[src/rtl/fifo_arb_pkg.sv]
`default_nettype none
// ============================================================================
// Module   : fifo_arb_pkg
// Purpose  : Shared definitions for the FIFO write arbiter.
//            - Default constants for requester count, data width and the
//              length of the FIFO-clear phase.
//            - Controller state encoding.
//            - Helper for index/counter widths that stay legal when N = 1.
// Ports    : none (package)
// Revision : 1.0 - initial release
// ============================================================================
package fifo_arb_pkg;

    localparam int C_N_REQ       = 4;
    localparam int C_DW          = 8;
    localparam int C_INIT_CYCLES = 4;

    typedef enum logic [1:0] {
        ST_IDLE = 2'd0,
        ST_CLR  = 2'd1,
        ST_RUN  = 2'd2
    } state_t;

    // Width needed to hold values 0..n-1. Never returns 0.
    function automatic int idx_w(input int n);
        return (n > 1) ? $clog2(n) : 1;
    endfunction

endpackage
`default_nettype wire

[src/rtl/fifo_arbiter_if.sv]
`default_nettype none
// ============================================================================
// Module   : fifo_arbiter_if
// Purpose  : Bus bundle between the FIFO write arbiter and its environment.
// Ports    : init, request[N_REQ], DATA_IN[N_REQ*DW], FULL, EMPTY, rd_req
//            (towards arbiter); grant[N_REQ], WRITE, DATA_OUT[DW], read,
//            fifo_clr (from arbiter); grant_cnt[N_REQ*8] only when
//            FIFO_ARB_STATS_EN is defined.
//            Modport slave = arbiter side, master = environment side.
// Revision : 1.0 - initial release
// ============================================================================
interface fifo_arbiter_if
    import fifo_arb_pkg::*;
#(
    parameter int N_REQ = C_N_REQ,
    parameter int DW    = C_DW
);
    logic                  init;
    logic [N_REQ-1:0]      request;
    logic [N_REQ*DW-1:0]   DATA_IN;
    logic                  FULL;
    logic                  EMPTY;
    logic                  rd_req;
    logic [N_REQ-1:0]      grant;
    logic                  WRITE;
    logic [DW-1:0]         DATA_OUT;
    logic                  read;
    logic                  fifo_clr;
`ifdef FIFO_ARB_STATS_EN
    logic [N_REQ*8-1:0]    grant_cnt;

    modport slave (
        input  init, request, DATA_IN, FULL, EMPTY, rd_req,
        output grant, WRITE, DATA_OUT, read, fifo_clr, grant_cnt
    );
    modport master (
        output init, request, DATA_IN, FULL, EMPTY, rd_req,
        input  grant, WRITE, DATA_OUT, read, fifo_clr, grant_cnt
    );
`else
    modport slave (
        input  init, request, DATA_IN, FULL, EMPTY, rd_req,
        output grant, WRITE, DATA_OUT, read, fifo_clr
    );
    modport master (
        output init, request, DATA_IN, FULL, EMPTY, rd_req,
        input  grant, WRITE, DATA_OUT, read, fifo_clr
    );
`endif
endinterface
`default_nettype wire

[src/rtl/fifo_arbiter_rr_pick.sv]
`default_nettype none
// ============================================================================
// Module   : rr_pick
// Purpose  : Combinational round-robin picker. Scans the request vector
//            starting at index ptr_i, wrapping from N-1 to 0, and returns
//            the first asserted request as a one-hot vector.
// Ports    : req_i[N]  - request vector
//            ptr_i[PW] - index with highest priority (must be < N)
//            win_o[N]  - one-hot winner, all zero when no request
// Revision : 1.0 - initial release
// ============================================================================
module rr_pick #(
    parameter int N  = 4,
    parameter int PW = 2
) (
    input  logic [N-1:0]  req_i,
    input  logic [PW-1:0] ptr_i,
    output logic [N-1:0]  win_o
);

    always_comb begin
        logic          found;
        logic [PW-1:0] idx;
        win_o = '0;
        found = 1'b0;
        idx   = '0;
        for (int off = 0; off < N; off++) begin
            idx = PW'((int'(ptr_i) + off) % N);
            if (!found && req_i[idx]) begin
                win_o[idx] = 1'b1;
                found      = 1'b1;
            end
        end
    end

endmodule
`default_nettype wire

[src/rtl/fifo_arbiter.sv]
`default_nettype none
// ============================================================================
// Module   : fifo_arbiter
// Purpose  : Round-robin write arbiter in front of a FIFO with a timed
//            clear phase. IDLE -> CLR (fifo_clr for INIT_CYCLES cycles)
//            -> RUN while init is high; init low returns to IDLE at once.
//            In RUN one requester is granted per cycle when FULL is low,
//            and a read strobe is issued for rd_req & !EMPTY. All strobes
//            are registered (one-cycle latency).
// Ports    : CLK   - clock, rising edge
//            RESET - asynchronous, active-low reset
//            bus   - fifo_arbiter_if.slave (see interface header)
// Option   : FIFO_ARB_STATS_EN adds bus.grant_cnt, one 8-bit saturating
//            grant counter per requester, cleared in CLR and by reset.
// Revision : 1.0 - initial release
// ============================================================================
module fifo_arbiter
    import fifo_arb_pkg::*;
#(
    parameter int N_REQ       = C_N_REQ,
    parameter int DW          = C_DW,
    parameter int INIT_CYCLES = C_INIT_CYCLES
) (
    input  logic           CLK,
    input  logic           RESET,
    fifo_arbiter_if.slave  bus
);

    localparam int PW = idx_w(N_REQ);
    localparam int CW = idx_w(INIT_CYCLES);

    state_t           state_q, state_d;
    logic [CW-1:0]    clr_cnt_q, clr_cnt_d;
    logic [PW-1:0]    ptr_q, ptr_d;
    logic [N_REQ-1:0] grant_q, grant_d;
    logic             write_q, write_d;
    logic [DW-1:0]    data_q, data_d;
    logic             read_q, read_d;
    logic             clr_q, clr_d;

    logic             run_en;
    logic [N_REQ-1:0] pick_req;
    logic [N_REQ-1:0] win;
    logic [PW-1:0]    win_idx;
    logic [DW-1:0]    win_data;

    // Arbitration only happens when staying in RUN with room downstream,
    // so a stalled or leaving cycle never moves the pointer.
    assign run_en   = (state_q == ST_RUN) && (state_d == ST_RUN);
    assign pick_req = (run_en && !bus.FULL) ? bus.request : '0;

    rr_pick #(
        .N  (N_REQ),
        .PW (PW)
    ) u_pick (
        .req_i (pick_req),
        .ptr_i (ptr_q),
        .win_o (win)
    );

    // Winner index and its data slice.
    always_comb begin
        win_idx  = '0;
        win_data = '0;
        for (int i = 0; i < N_REQ; i++) begin
            if (win[i]) begin
                win_idx  = PW'(i);
                win_data = bus.DATA_IN[i*DW +: DW];
            end
        end
    end

    always_comb begin
        state_d   = state_q;
        clr_cnt_d = clr_cnt_q;
        case (state_q)
            ST_IDLE: begin
                if (bus.init) begin
                    state_d   = ST_CLR;
                    clr_cnt_d = '0;
                end
            end
            ST_CLR: begin
                if (!bus.init) begin
                    state_d = ST_IDLE;
                end else if (clr_cnt_q == CW'(INIT_CYCLES - 1)) begin
                    state_d = ST_RUN;
                end else begin
                    clr_cnt_d = clr_cnt_q + CW'(1);
                end
            end
            ST_RUN: begin
                if (!bus.init) begin
                    state_d = ST_IDLE;
                end
            end
            default: state_d = ST_IDLE;
        endcase

        grant_d = win;
        write_d = |win;
        read_d  = run_en && bus.rd_req && !bus.EMPTY;
        clr_d   = (state_d == ST_CLR);

        // Data is forced to zero outside RUN and held on idle RUN cycles.
        if (!run_en) begin
            data_d = '0;
        end else if (write_d) begin
            data_d = win_data;
        end else begin
            data_d = data_q;
        end

        ptr_d = ptr_q;
        if (write_d) begin
            ptr_d = (win_idx == PW'(N_REQ - 1)) ? '0 : win_idx + PW'(1);
        end
    end

    always_ff @(posedge CLK or negedge RESET) begin
        if (!RESET) begin
            state_q   <= ST_IDLE;
            clr_cnt_q <= '0;
            ptr_q     <= '0;
            grant_q   <= '0;
            write_q   <= 1'b0;
            data_q    <= '0;
            read_q    <= 1'b0;
            clr_q     <= 1'b0;
        end else begin
            state_q   <= state_d;
            clr_cnt_q <= clr_cnt_d;
            ptr_q     <= ptr_d;
            grant_q   <= grant_d;
            write_q   <= write_d;
            data_q    <= data_d;
            read_q    <= read_d;
            clr_q     <= clr_d;
        end
    end

    assign bus.grant    = grant_q;
    assign bus.WRITE    = write_q;
    assign bus.DATA_OUT = data_q;
    assign bus.read     = read_q;
    assign bus.fifo_clr = clr_q;

`ifdef FIFO_ARB_STATS_EN
    logic [N_REQ*8-1:0] grant_cnt_q;

    always_ff @(posedge CLK or negedge RESET) begin
        if (!RESET) begin
            grant_cnt_q <= '0;
        end else if (state_d == ST_CLR) begin
            grant_cnt_q <= '0;
        end else begin
            for (int i = 0; i < N_REQ; i++) begin
                if (grant_d[i] && (grant_cnt_q[i*8 +: 8] != 8'hFF)) begin
                    grant_cnt_q[i*8 +: 8] <= grant_cnt_q[i*8 +: 8] + 8'd1;
                end
            end
        end
    end

    assign bus.grant_cnt = grant_cnt_q;
`endif

endmodule
`default_nettype wire

[src/flat_wrapper.sv]
// flat-port wrapper written by rule: the top's interface ports become plain ports
module fifo_arbiter_flat import fifo_arb_pkg::*;
#(
    parameter int N_REQ       = C_N_REQ,
    parameter int DW          = C_DW,
    parameter int INIT_CYCLES = C_INIT_CYCLES
)
  (CLK, RESET, bus_init, bus_request, bus_DATA_IN, bus_FULL, bus_EMPTY, bus_rd_req, bus_grant, bus_WRITE, bus_DATA_OUT, bus_read, bus_fifo_clr);
  fifo_arbiter_if #(.N_REQ(N_REQ), .DW(DW)) bus_i ();
  input  logic CLK;
  input  logic RESET;
  input wire logic [$bits(bus_i.init)-1:0] bus_init;
  input wire logic [$bits(bus_i.request)-1:0] bus_request;
  input wire logic [$bits(bus_i.DATA_IN)-1:0] bus_DATA_IN;
  input wire logic [$bits(bus_i.FULL)-1:0] bus_FULL;
  input wire logic [$bits(bus_i.EMPTY)-1:0] bus_EMPTY;
  input wire logic [$bits(bus_i.rd_req)-1:0] bus_rd_req;
  output wire logic [$bits(bus_i.grant)-1:0] bus_grant;
  output wire logic [$bits(bus_i.WRITE)-1:0] bus_WRITE;
  output wire logic [$bits(bus_i.DATA_OUT)-1:0] bus_DATA_OUT;
  output wire logic [$bits(bus_i.read)-1:0] bus_read;
  output wire logic [$bits(bus_i.fifo_clr)-1:0] bus_fifo_clr;
  assign bus_i.init = bus_init;
  assign bus_i.request = bus_request;
  assign bus_i.DATA_IN = bus_DATA_IN;
  assign bus_i.FULL = bus_FULL;
  assign bus_i.EMPTY = bus_EMPTY;
  assign bus_i.rd_req = bus_rd_req;
  assign bus_grant = bus_i.grant;
  assign bus_WRITE = bus_i.WRITE;
  assign bus_DATA_OUT = bus_i.DATA_OUT;
  assign bus_read = bus_i.read;
  assign bus_fifo_clr = bus_i.fifo_clr;
  fifo_arbiter #(.N_REQ(N_REQ), .DW(DW), .INIT_CYCLES(INIT_CYCLES)) u_core (.CLK(CLK), .RESET(RESET), .bus(bus_i));
endmodule
[config.mk]
export PLATFORM = sky130hd
export DESIGN_NAME = fifo_arbiter_flat
export DESIGN_NICKNAME = d
export VERILOG_FILES = /design/src/rtl/fifo_arb_pkg.sv /design/src/rtl/fifo_arbiter_if.sv /design/src/rtl/fifo_arbiter_rr_pick.sv /design/src/rtl/fifo_arbiter.sv /design/src/flat_wrapper.sv
export SDC_FILE = /design/constraint.sdc
export NUM_CORES = 1
export LEC_CHECK = 0
export ABC_AREA = 1
export CORE_MARGIN = 5
export CORE_UTILIZATION = 60
export CTS_BUF_LIST = sky130_fd_sc_hd__clkbuf_8 sky130_fd_sc_hd__clkbuf_16
export CTS_CLUSTER_SIZE = 16
export DETAILED_ROUTE_END_ITERATION = 10
export DONT_BUFFER_PORTS = 1
export PLACE_DENSITY = 0.74
export REMOVE_ABC_BUFFERS = 1
export SYNTH_ARGS = -nofsm -noshare
export SYNTH_HDL_FRONTEND = slang
export SYNTH_SLANG_ARGS = --single-unit
[constraint.sdc]
create_clock -name CLK -period 6.4 [get_ports CLK]
set_input_delay 0 -clock CLK [delete_from_list [all_inputs] [get_ports CLK]]
set_output_delay 0 -clock CLK [all_outputs]
set_load 0.03 [all_outputs]
---- Yosys cells after proc, flatten, opt, wreduce, memory -nomap -nowiden ----
Cells that the tools add are included.
operators by class
  mux-type cells .......................... 43
  order comparisons ....................... 8
  add/subtract/negate cells ............... 5
  reduce and logical (&&, ||, !) cells .... 20
  bitwise gates (word level) .............. 3
  equal/unequal tests ..................... 10
operators with widths
  cell                                                               number
  two-way mux 8 bit                                                  6
  two-way mux 2 bit                                                  10
  two-way mux 4 bit                                                  5
  < comparator 2 x 3 -> 1 bit, second input constant                 4
  two-way mux 1 bit                                                  12
  bitwise OR 4 bit                                                   3
  logical AND 1 bit                                                  11
  binary-select mux 1 bit (select 2 bit)                             4
  demux 1 bit (select 2 bit)                                         4
  equality test 2 bit, second input constant                         4
  greater-or-equal comparator 2 x 1 -> 1 bit, second input constant  4
  adder 2 x 1 -> 2 bit, second input constant                        3
  != test 2 bit, second input constant                               3
  one-hot mux 2 bit (3 select lines)                                 1
  logical NOT 1 bit                                                  5
  adder 2 bit, second input constant                                 2
  equality test 2 x 1 -> 1 bit, second input constant                2
  one-hot mux 2 bit (2 select lines)                                 1
  AND reduction 4 bit                                                1
  OR reduction 4 bit                                                 1
  logical NOT 2 bit                                                  1
  != test 2 x 1 -> 1 bit, second input constant                      1
  nonzero test 2 bit                                                 1
word-level totals
  register bits after elaboration ......... 21
  output and inout bits ................... 15

---- Longest topological paths before layout ----
Gate-level depths: netlist (run 1).
  word-level depth ........................ 26
  mapped depth ............................ 18

---- Hierarchy ----
Synthesis (run 1) repeated with hierarchy kept, for this count alone.
second synthesis, totals
  cell total of the unflattened synthesis .. 229
  area total of the unflattened synthesis .. 1577.8 um^2
by module, submodules not included
  module        area each (um^2)  sequential area each (um^2)  times used  cells each
  fifo_arbiter  1178.6            525.5                        1           156
  rr_pick       399.1             0.0                          1           73

---- Worst setup path after synthesis (run 1) ----
Ideal clock, no wire load.
  kind .................................... register -> register
  start ................................... register u_core.ptr_q[0]
  end ..................................... register u_core.data_q[1] (netlist: u_core.bus.DATA_OUT[1])
  cell stages (with the launch flop) ...... 15
  path slack .............................. 4286 ps
  setup time .............................. 117 ps
  required time ........................... 6283 ps
  path buffers ............................ 1
  arrival time ............................ 1997 ps
  period minus slack after synthesis ...... 2114 ps
  cells stage by stage .................... dfrtp_1 -> inv_1 -> ha_1 -> inv_1 -> nand2_1 -> nand2_2 -> nor2_4 -> and3_2 -> nor2_4 -> buf_4 -> or2_1 -> nand2_1 -> inv_1 -> nand2_1 -> nand2_1
on the way
  longest elaborated chain between the ends .. 18
RTL lines
  item                                                                  line                        source
  from (decl)                                                           fifo_arbiter.sv:34          logic [PW-1:0] ptr_q, ptr_d;
  from (signal assigned)                                                fifo_arbiter.sv:133         ptr_q <= ptr_d;
  branches (longest 11 deep; another with < comparator 2 x 3 -> 1 bit)  n/a
  two-way mux 4 bit *                                                   fifo_arbiter_rr_pick.sv:29  if (!found && req_i[idx]) begin
  two-way mux 8 bit (4 in a row)                                        fifo_arbiter.sv:66          if (win[i]) begin
  two-way mux 8 bit                                                     fifo_arbiter.sv:108         end else if (write_d) begin
  two-way mux 8 bit                                                     fifo_arbiter.sv:106         if (!run_en) begin
  to (signal assigned)                                                  fifo_arbiter.sv:136         data_q <= data_d;
  to (decl)                                                             fifo_arbiter.sv:37          logic [DW-1:0] data_q, data_d;
Every way passes the cells marked *. The select of a mux whose other input is x is not followed.
A chain may end at the register's enable or synchronous reset.

---- Final worst setup path (run 1) ----
  start ................................... register u_core.ptr_q[0]
  end ..................................... register u_core.data_q[7] (netlist: u_core.bus.DATA_OUT[7])
RTL lines
  item                                                                  line                        source
  branches (longest 11 deep; another with < comparator 2 x 3 -> 1 bit)  n/a
  two-way mux 4 bit *                                                   fifo_arbiter_rr_pick.sv:29
  OR reduction 4 bit *                                                  fifo_arbiter.sv:101         write_d = |win;
  via u_core.write_d                                                    fifo_arbiter.sv:36          logic write_q, write_d;
  != test 2 x 1 -> 1 bit (no source line) *                             n/a
Mark *: on every way through the listed nets, which the timed path passes. The select of a mux whose other input is x is not followed.

==> out/qor.tcl, run 1 <==
set qor(outcome) {finished, final reports clean}
set qor(setup_repair_after_global_routing_missed_its_margin) {false}
set qor(clock_tree_root_buffer_cell) {sky130_fd_sc_hd__clkbuf_8}
set qor(ff_latch_area_um2) 526
set qor(drtIter0Drc) 80
set qor(avgViaCountPerCell) 5.50
set qor(io_pins) 57
set qor(final.hold.worst_slack_ns) 0.0218
set qor(synth-seq-cells) 21
set qor(tritoncts.num_buffers) 3
set qor(dr_total_vias) 1431
set qor(most_prevalent_standard_cell_on_the_critical_path) {sky130_fd_sc_hd__nand2_1}
set qor(grt_max_degree) 22
set qor(cts_tree) {yes}
set qor(syn_inst) 216
set qor(grt_first_pass_wirelength_um) 6120
set qor(timing.critical_path.to_type) {flip-flop}
set qor(layout_cells_sized_above_1_pct) 12.2
set qor(power_leakage_uw) 0.000997
set qor(hold_violations) 0
set qor(worst_slew_pin_slew_ns) 0.918
set qor(die_area_um2) 3730
set qor(core_area_um2) 2480
set qor(dp_hpwl_um) 2820
set qor(yosysWarnings) 0
set qor(final.period_utilization_pct) 39.2
set qor(ys.flop_type) {sky130_fd_sc_hd__dfrtp_1}
set qor(critical_path.cell_chain) {inv_1 > ha_1 > inv_1 > nand2_1 > nand2_2 > nor2_4 > nand3_1 > nand2_1 > nor2_4 > nand3_4 > nor2_8 > nand2_1 > nand2_1}
set qor(ys_top_cells_by_area) {sky130_fd_sc_hd__dfrtp_1 (34%), sky130_fd_sc_hd__nand2_1 (20%), sky130_fd_sc_hd__nand3_1 (12%), sky130_fd_sc_hd__inv_1 (6.7%), sky130_fd_sc_hd__ha_1 (5.6%)}
set qor(post-cts-setup-buffer-count) 0
set qor(fmaxAchievable_mhz) 398
set qor(p_per_area_nw_per_um2) 339
set qor(rows) 18
set qor(firstDrtPassIters) 4
set qor(cts.path.max_buffers) 2
set qor(final_number_of_setup_violating_endpoints) 0
set qor(synth.largest_area_cell) {sky130_fd_sc_hd__dfrtp_1}
set qor(floorplan.die.height_um) 61.1
set qor(ys_async_sr_fraction_pct) 100
set qor(syn-cell-area_um2) 1560
set qor(routed_wire_length_per_instance_um) 14.2
set qor(cts.repair.resized) 0
set qor(grt_pass1_vias) 1447
set qor(multi_input_comb_area_um2) 915
set qor(routed-wl-met2_um) 1870
set qor(topRoutingLayerUsed) {met4}
set qor(wl_met1_um) 1450
set qor(synth_top_area_share_pct) 33.6
set qor(critical_path.max_stage_delay_ns) 0.48
set qor(syn-mean-instance-area_um2) 7.24
set qor(drt.antenna.violating_nets) 0
set qor(detail_route.drc_violations) 0
set qor(number_of_enable_type_register_cells_in_the_synthesized_netlist) 0
set qor(fin_nets) 280
set qor(htreeDepth) 1
set qor(totalWireLength_um) 3700
set qor(die_x_um) 61.1
set qor(syn_to_final_growth_pct) 12.1
set qor(slowest_stage) {sky130_fd_sc_hd__dfrtp_1}
set qor(antenna_cells) 0
set qor(cts_hold_buffers) 12
set qor(cp_data_required_time_ns) 6.59
set qor(clock_skew_ns) 0.00378
set qor(ir_worst_vdd_v) 0.000254
set qor(globalplace.congestion) 0.866
set qor(path_class) {flip-flop to flip-flop}
set qor(crit_path_start_kind) {flip-flop}
set qor(grt_use_total_pct) 21.6
set qor(yosysMostFrequentCell) {sky130_fd_sc_hd__nand2_1}
set qor(ranking_of_synthesized_cells_by_instance_count) {sky130_fd_sc_hd__nand2_1 (82), sky130_fd_sc_hd__nand3_1 (39), sky130_fd_sc_hd__inv_1 (28), sky130_fd_sc_hd__dfrtp_1 (21)}
set qor(met3RoutedLength_um) 331
set qor(cap_violations) 0
set qor(slew_headroom_pct) 38.6
set qor(clk_pin_slew_worst_paths_ns) 0.08
set qor(final-max-slew-violation-count) 0
set qor(synth.yosys.seq_area_share_pct) 33.6
set qor(post-route-min-period_ns) 2.51
set qor(portBuffers) 0
set qor(timing.hold.worst.class) {input port to flip-flop}
set qor(fin_setup_tns_ns) 0
set qor(initial_antenna_violation_count) 0
set qor(synth_cell_type_count) 22
set qor(worstPathArrival_ns) 2.70
set qor(initial_core_utilization_pct) 63.1
set qor(numClockSinks) 21
set qor(fillerInstances) 204
set qor(crit_fanout) 21
set qor(clock_latency_ns) 0.26
set qor(grt-ovfl-total) 0
[cell families after synthesis]
logic type / share of synthesized area [%]
fa+ha+maj: 5.60
simple gates: 49.6
compound gates: 3.28
flops: 33.6
buf+inv: 7.92
[registers in the layout, summed over array words and instances, names as in the netlist]
register / cells
u_core.bus.DATA_OUT: 8
u_core.bus.grant: 4
u_core.clr_cnt_q: 2
u_core.ptr_q: 2
u_core.state_q: 2
u_core.bus.WRITE: 1
u_core.bus.fifo_clr: 1
u_core.bus.read: 1
[metal layers]
layer / GRT usage, % / vias to the layer above
met2: 38.1 / 58
met1: 25.8 / 659
met4: 5.26 / 0
met3: 6.50 / 6
li1: - / 708
met5: 0 / -
[layout by cell type, fill, tap and decap left out, drive strengths merged]
master	netlist	layout
o21ai	5	5
nand2	85	85
inv	29	29
ha	7	7
and3	1	1
nor2	8	8
a21oi	4	4
clkinv	0	1
nor3b	1	1
nand3	44	44
a31oi	1	1
dfrtp	21	21
or2	8	8
dlygate4sd3	0	12
clkbuf	0	3
[worst max-delay path, delay by kind of cell (launching register included)]
family | cells | cell delay [ns]
simple gates | 10 | 1.32
fa+ha+maj | 1 | 0.36
buf+inv | 2 | 0.28
flops | 1 | 0.48
[path summary, 6_finish.rpt]
check                           slack (ns)                             from                            endpoint  depth (start not counted)
worst max-delay path                  3.89      u_core.ptr_q[0]$_DFFE_PN0P_  u_core.bus.DATA_OUT[7]$_DFFE_PN0P_                         13
worst min-delay path                  0.02                         bus_init         u_core.state_q[1]$_DFF_PN0_                          2
worst max register to register        3.89      u_core.ptr_q[0]$_DFFE_PN0P_  u_core.bus.DATA_OUT[7]$_DFFE_PN0P_                         13
worst min register to register        0.50  u_core.clr_cnt_q[0]$_DFFE_PN0P_     u_core.clr_cnt_q[0]$_DFFE_PN0P_                          1
max in group asynchronous             5.52                            RESET  u_core.bus.DATA_OUT[3]$_DFFE_PN0P_                          1
min in group asynchronous             0.32                            RESET           u_core.bus.read$_DFF_PN0_                          1
[layout make-up]
type,instances,area share [%]
clock inverters,1,0.286
well taps,30,2.14
flip-flops and latches,21,30.0
inverters,29,6.21
multi-input cells,164,52.2
repair buffers,12,6.85
clock buffers,3,2.36
[through the flow]
step	power, uW	setup slack [ns]	cell area, um^2	utilization, %	cells
final	594	3.89	1750	70.8	260
after global routing	642	3.63	1750	70.8	260
after CTS	595	3.89	1750	70.8	260
after detailed placement	501	3.92	1590	64.0	244
after global placement	486	4.03	1590	64.0	244
after floorplan	443	4.30	1550	-	214
[report_power, final]
group	total [uW]	switching [uW]	internal (uW)
Clock	85.3	42.0	43.3
Combinational	261	167	93.9
Sequential	247	76.8	170
Power figures use the tool's default switching activity.
==> run 2, diff against run 1 <==
==> constraint.sdc (replaced) <==
create_clock -name CLK -period 2.5 [get_ports CLK]
set_input_delay 0 -clock CLK [delete_from_list [all_inputs] [get_ports CLK]]
set_output_delay 0 -clock CLK [all_outputs]
set_load 0.03 [all_outputs]
==> run 2 against run 1 <==
Against the previous run: non-clock buffer count up 8; worst hold slack worse by 0.010 ns; clock skew down 0.0014 ns; utilization up 3.0 points; clock-buffer cell count unchanged; first-iteration DRC count down 3.8%; maximum frequency up 8.7%; sequential share of layout area down 1.2 points; via count up 3.5%; final cell count up 3.5%; critical path type unchanged; largest power group unchanged.
==> out/qor.tcl, run 2 (same netlist as run 1, synthesis figures left out) <==
set qor(dr_total_vias) 1481
set qor(core_area_um2) 2480
set qor(rows) 18
set qor(final-max-slew-violation-count) 0
set qor(clock_skew_ns) 0.00235
set qor(seq_power_share_pct) 40.0
set qor(path_class) {flip-flop to flip-flop}
set qor(numClockSinks) 21
set qor(detail_route.drc_violations) 0
set qor(fmaxAchievable_mhz) 433
set qor(cts_tree) {yes}
set qor(drtIter0Drc) 77
set qor(ff_latch_area_um2) 526
set qor(grt-ovfl-total) 0
set qor(routed_wire_length_per_instance_um) 14.1
set qor(layout_cells_sized_above_1_pct) 15.9
set qor(power_leakage_uw) 0.00104
set qor(clock_tree_root_buffer_cell) {sky130_fd_sc_hd__clkbuf_8}
set qor(final.period_utilization_pct) 92.3
set qor(cap_violations) 0
set qor(io_pins) 57
set qor(multi_input_comb_area_um2) 931
set qor(die_x_um) 61.1
set qor(dp_hpwl_um) 2820
set qor(portBuffers) 0
set qor(grt_use_total_pct) 21.2
set qor(layout_commonest_cell) {sky130_fd_sc_hd__nand2_1}
set qor(timing.critical_path.to_type) {flip-flop}
set qor(antenna_cells) 0
set qor(numPlacedInstances) 246
set qor(fin_nets) 289
set qor(initial_antenna_violation_count) 0
set qor(comb_power_share_pct) 45.9
set qor(finalInstanceArea_um2) 1830
set qor(avgViaCountPerCell) 5.51
set qor(die_area_um2) 3730
set qor(net-switching-power_uw) 745
set qor(syn_to_final_growth_pct) 16.9
set qor(tritoncts.num_buffers) 3
set qor(p_per_area_nw_per_um2) 859
set qor(power.total_uw) 1570
set qor(crit_path_start_kind) {flip-flop}
set qor(clock_latency_ns) 0.26
set qor(cp_data_required_time_ns) 2.66
set qor(final_number_of_setup_violating_endpoints) 0
set qor(crit_fanout) 12
set qor(totalWireLength_um) 3800
set qor(postPlaceCellArea_um2) 1600
set qor(outcome) {finished, final reports clean}
set qor(clockPowerShare_pct) 14.1
set qor(largest_register_ffs) 8
set qor(post-route-min-period_ns) 2.31
set qor(cts.path.max_buffers) 2
set qor(clk_pin_slew_worst_paths_ns) 0.08
set qor(grt_max_degree) 22
set qor(drt.antenna.violating_nets) 0
set qor(mostFrequentLayoutCells) {sky130_fd_sc_hd__nand2_1 (82), sky130_fd_sc_hd__nand3_1 (38), sky130_fd_sc_hd__inv_1 (28)}
set qor(globalplace.congestion) 0.858
set qor(swShare_pct) 47.4
set qor(fillerInstances) 186
set qor(grt_first_pass_wirelength_um) 5850
set qor(internal-power_uw) 825
set qor(instances_no_fill) 269
set qor(worstPathArrival_ns) 2.47
set qor(hold_violations) 0
set qor(floorplan.die.height_um) 61.1
set qor(initial_core_utilization_pct) 63.1
set qor(timing.hold.worst.class) {input port to flip-flop}
set qor(firstDrtPassIters) 5
set qor(htreeDepth) 1
set qor(ir_worst_vdd_v) 0.000618
set qor(grt_pass1_vias) 1369
set qor(slew_headroom_pct) 38.9
set qor(worst_slew_pin_slew_ns) 0.913
[run 2: changes by cell type in the layout (fill, tap and decap cells not counted)]
cell	before	now
sky130_fd_sc_hd__buf_4	0	8
sky130_fd_sc_hd__clkinv_2	1	0
sky130_fd_sc_hd__inv_2	1	2
sky130_fd_sc_hd__nand3_1	39	38
sky130_fd_sc_hd__nand3_2	1	2
sky130_fd_sc_hd__nor2_4	3	4
sky130_fd_sc_hd__o21ai_0	5	3
sky130_fd_sc_hd__o21ai_1	0	2
[run 2: power by group through the flow]
stage / Sequential [uW] / Combinational, uW / Clock, uW
global placement: 628 / 626 / 0
global route: 640 / 824 / 241
floorplan: 614 / 521 / 0
finish: 629 / 720 / 221
CTS: 628 / 682 / 224
detailed placement: 635 / 660 / 0
[run 2: critical path, stage by stage (launching register included)]
cell                      delay (ns)
sky130_fd_sc_hd__dfrtp_1        0.47
sky130_fd_sc_hd__inv_2          0.14
sky130_fd_sc_hd__ha_1           0.34
sky130_fd_sc_hd__inv_1          0.06
sky130_fd_sc_hd__nand2_1        0.07
sky130_fd_sc_hd__nand2_2        0.09
sky130_fd_sc_hd__nor2_4         0.18
sky130_fd_sc_hd__and3_2         0.23
sky130_fd_sc_hd__nor2_4         0.08
sky130_fd_sc_hd__buf_4          0.16
sky130_fd_sc_hd__or2_2          0.26
sky130_fd_sc_hd__nand2_1        0.07
sky130_fd_sc_hd__nand2_1        0.05
[run 2: timing repair]
item / 4_1_cts / 5_1_grt
setup buffers: 0 / 6
hold buffers: 12 / 0
hold endpoints to repair: 34 / 0
endpoints found under the setup margin: 0 / 9
gates resized for setup: 0 / 4
[run 2: path summary, 6_finish.rpt]
path | to | cells after the start | start | slack (ns)
worst min-delay path | u_core.state_q[1]$_DFF_PN0_ | 2 | bus_init | 0.01
max in group asynchronous | u_core.bus.DATA_OUT[3]$_DFFE_PN0P_ | 1 | RESET | 1.63
worst max register to register | u_core.bus.DATA_OUT[4]$_DFFE_PN0P_ | 12 | u_core.ptr_q[0]$_DFFE_PN0P_ | 0.19
worst max-delay path | u_core.bus.DATA_OUT[4]$_DFFE_PN0P_ | 12 | u_core.ptr_q[0]$_DFFE_PN0P_ | 0.19
min in group asynchronous | u_core.bus.read$_DFF_PN0_ | 1 | RESET | 0.31
worst min register to register | u_core.clr_cnt_q[0]$_DFFE_PN0P_ | 1 | u_core.clr_cnt_q[0]$_DFFE_PN0P_ | 0.51
[run 2: metrics by stage]
stage          utilization (%)  hold WS, ns  worst slack (ns)  TNS (ns)
2_1_floorplan                -       -0.296             0.397         0
3_3_place_gp              64.6       -0.295             0.237         0
3_5_place_dp              64.6       -0.295             0.104         0
4_1_cts                   71.3       0.0203             0.113         0
5_1_grt                   73.8       0.0274           -0.0100   -0.0193
6_report                  73.8       0.0116             0.191         0
[run 2: per-layer routing]
layer / global-route usage [%] / wire length (um) / vias to the layer above
met1: 26.1 / 1610 / 670
li1: - / - / 729
met2: 35.3 / 1800 / 69
met5: 0 / 0 / -
met4: 8.36 / 93 / 0
met3: 5.66 / 298 / 13
[run 2: cell type report]
cell class,instances,share of cell area (%)
Clock buffer,3,2.26
Clock inverter,1,0.205
Inverter,29,5.95
Multi-Input combinational cell,165,50.9
Sequential cell,21,28.7
Tap cell,30,2.05
Timing Repair Buffer,20,9.86
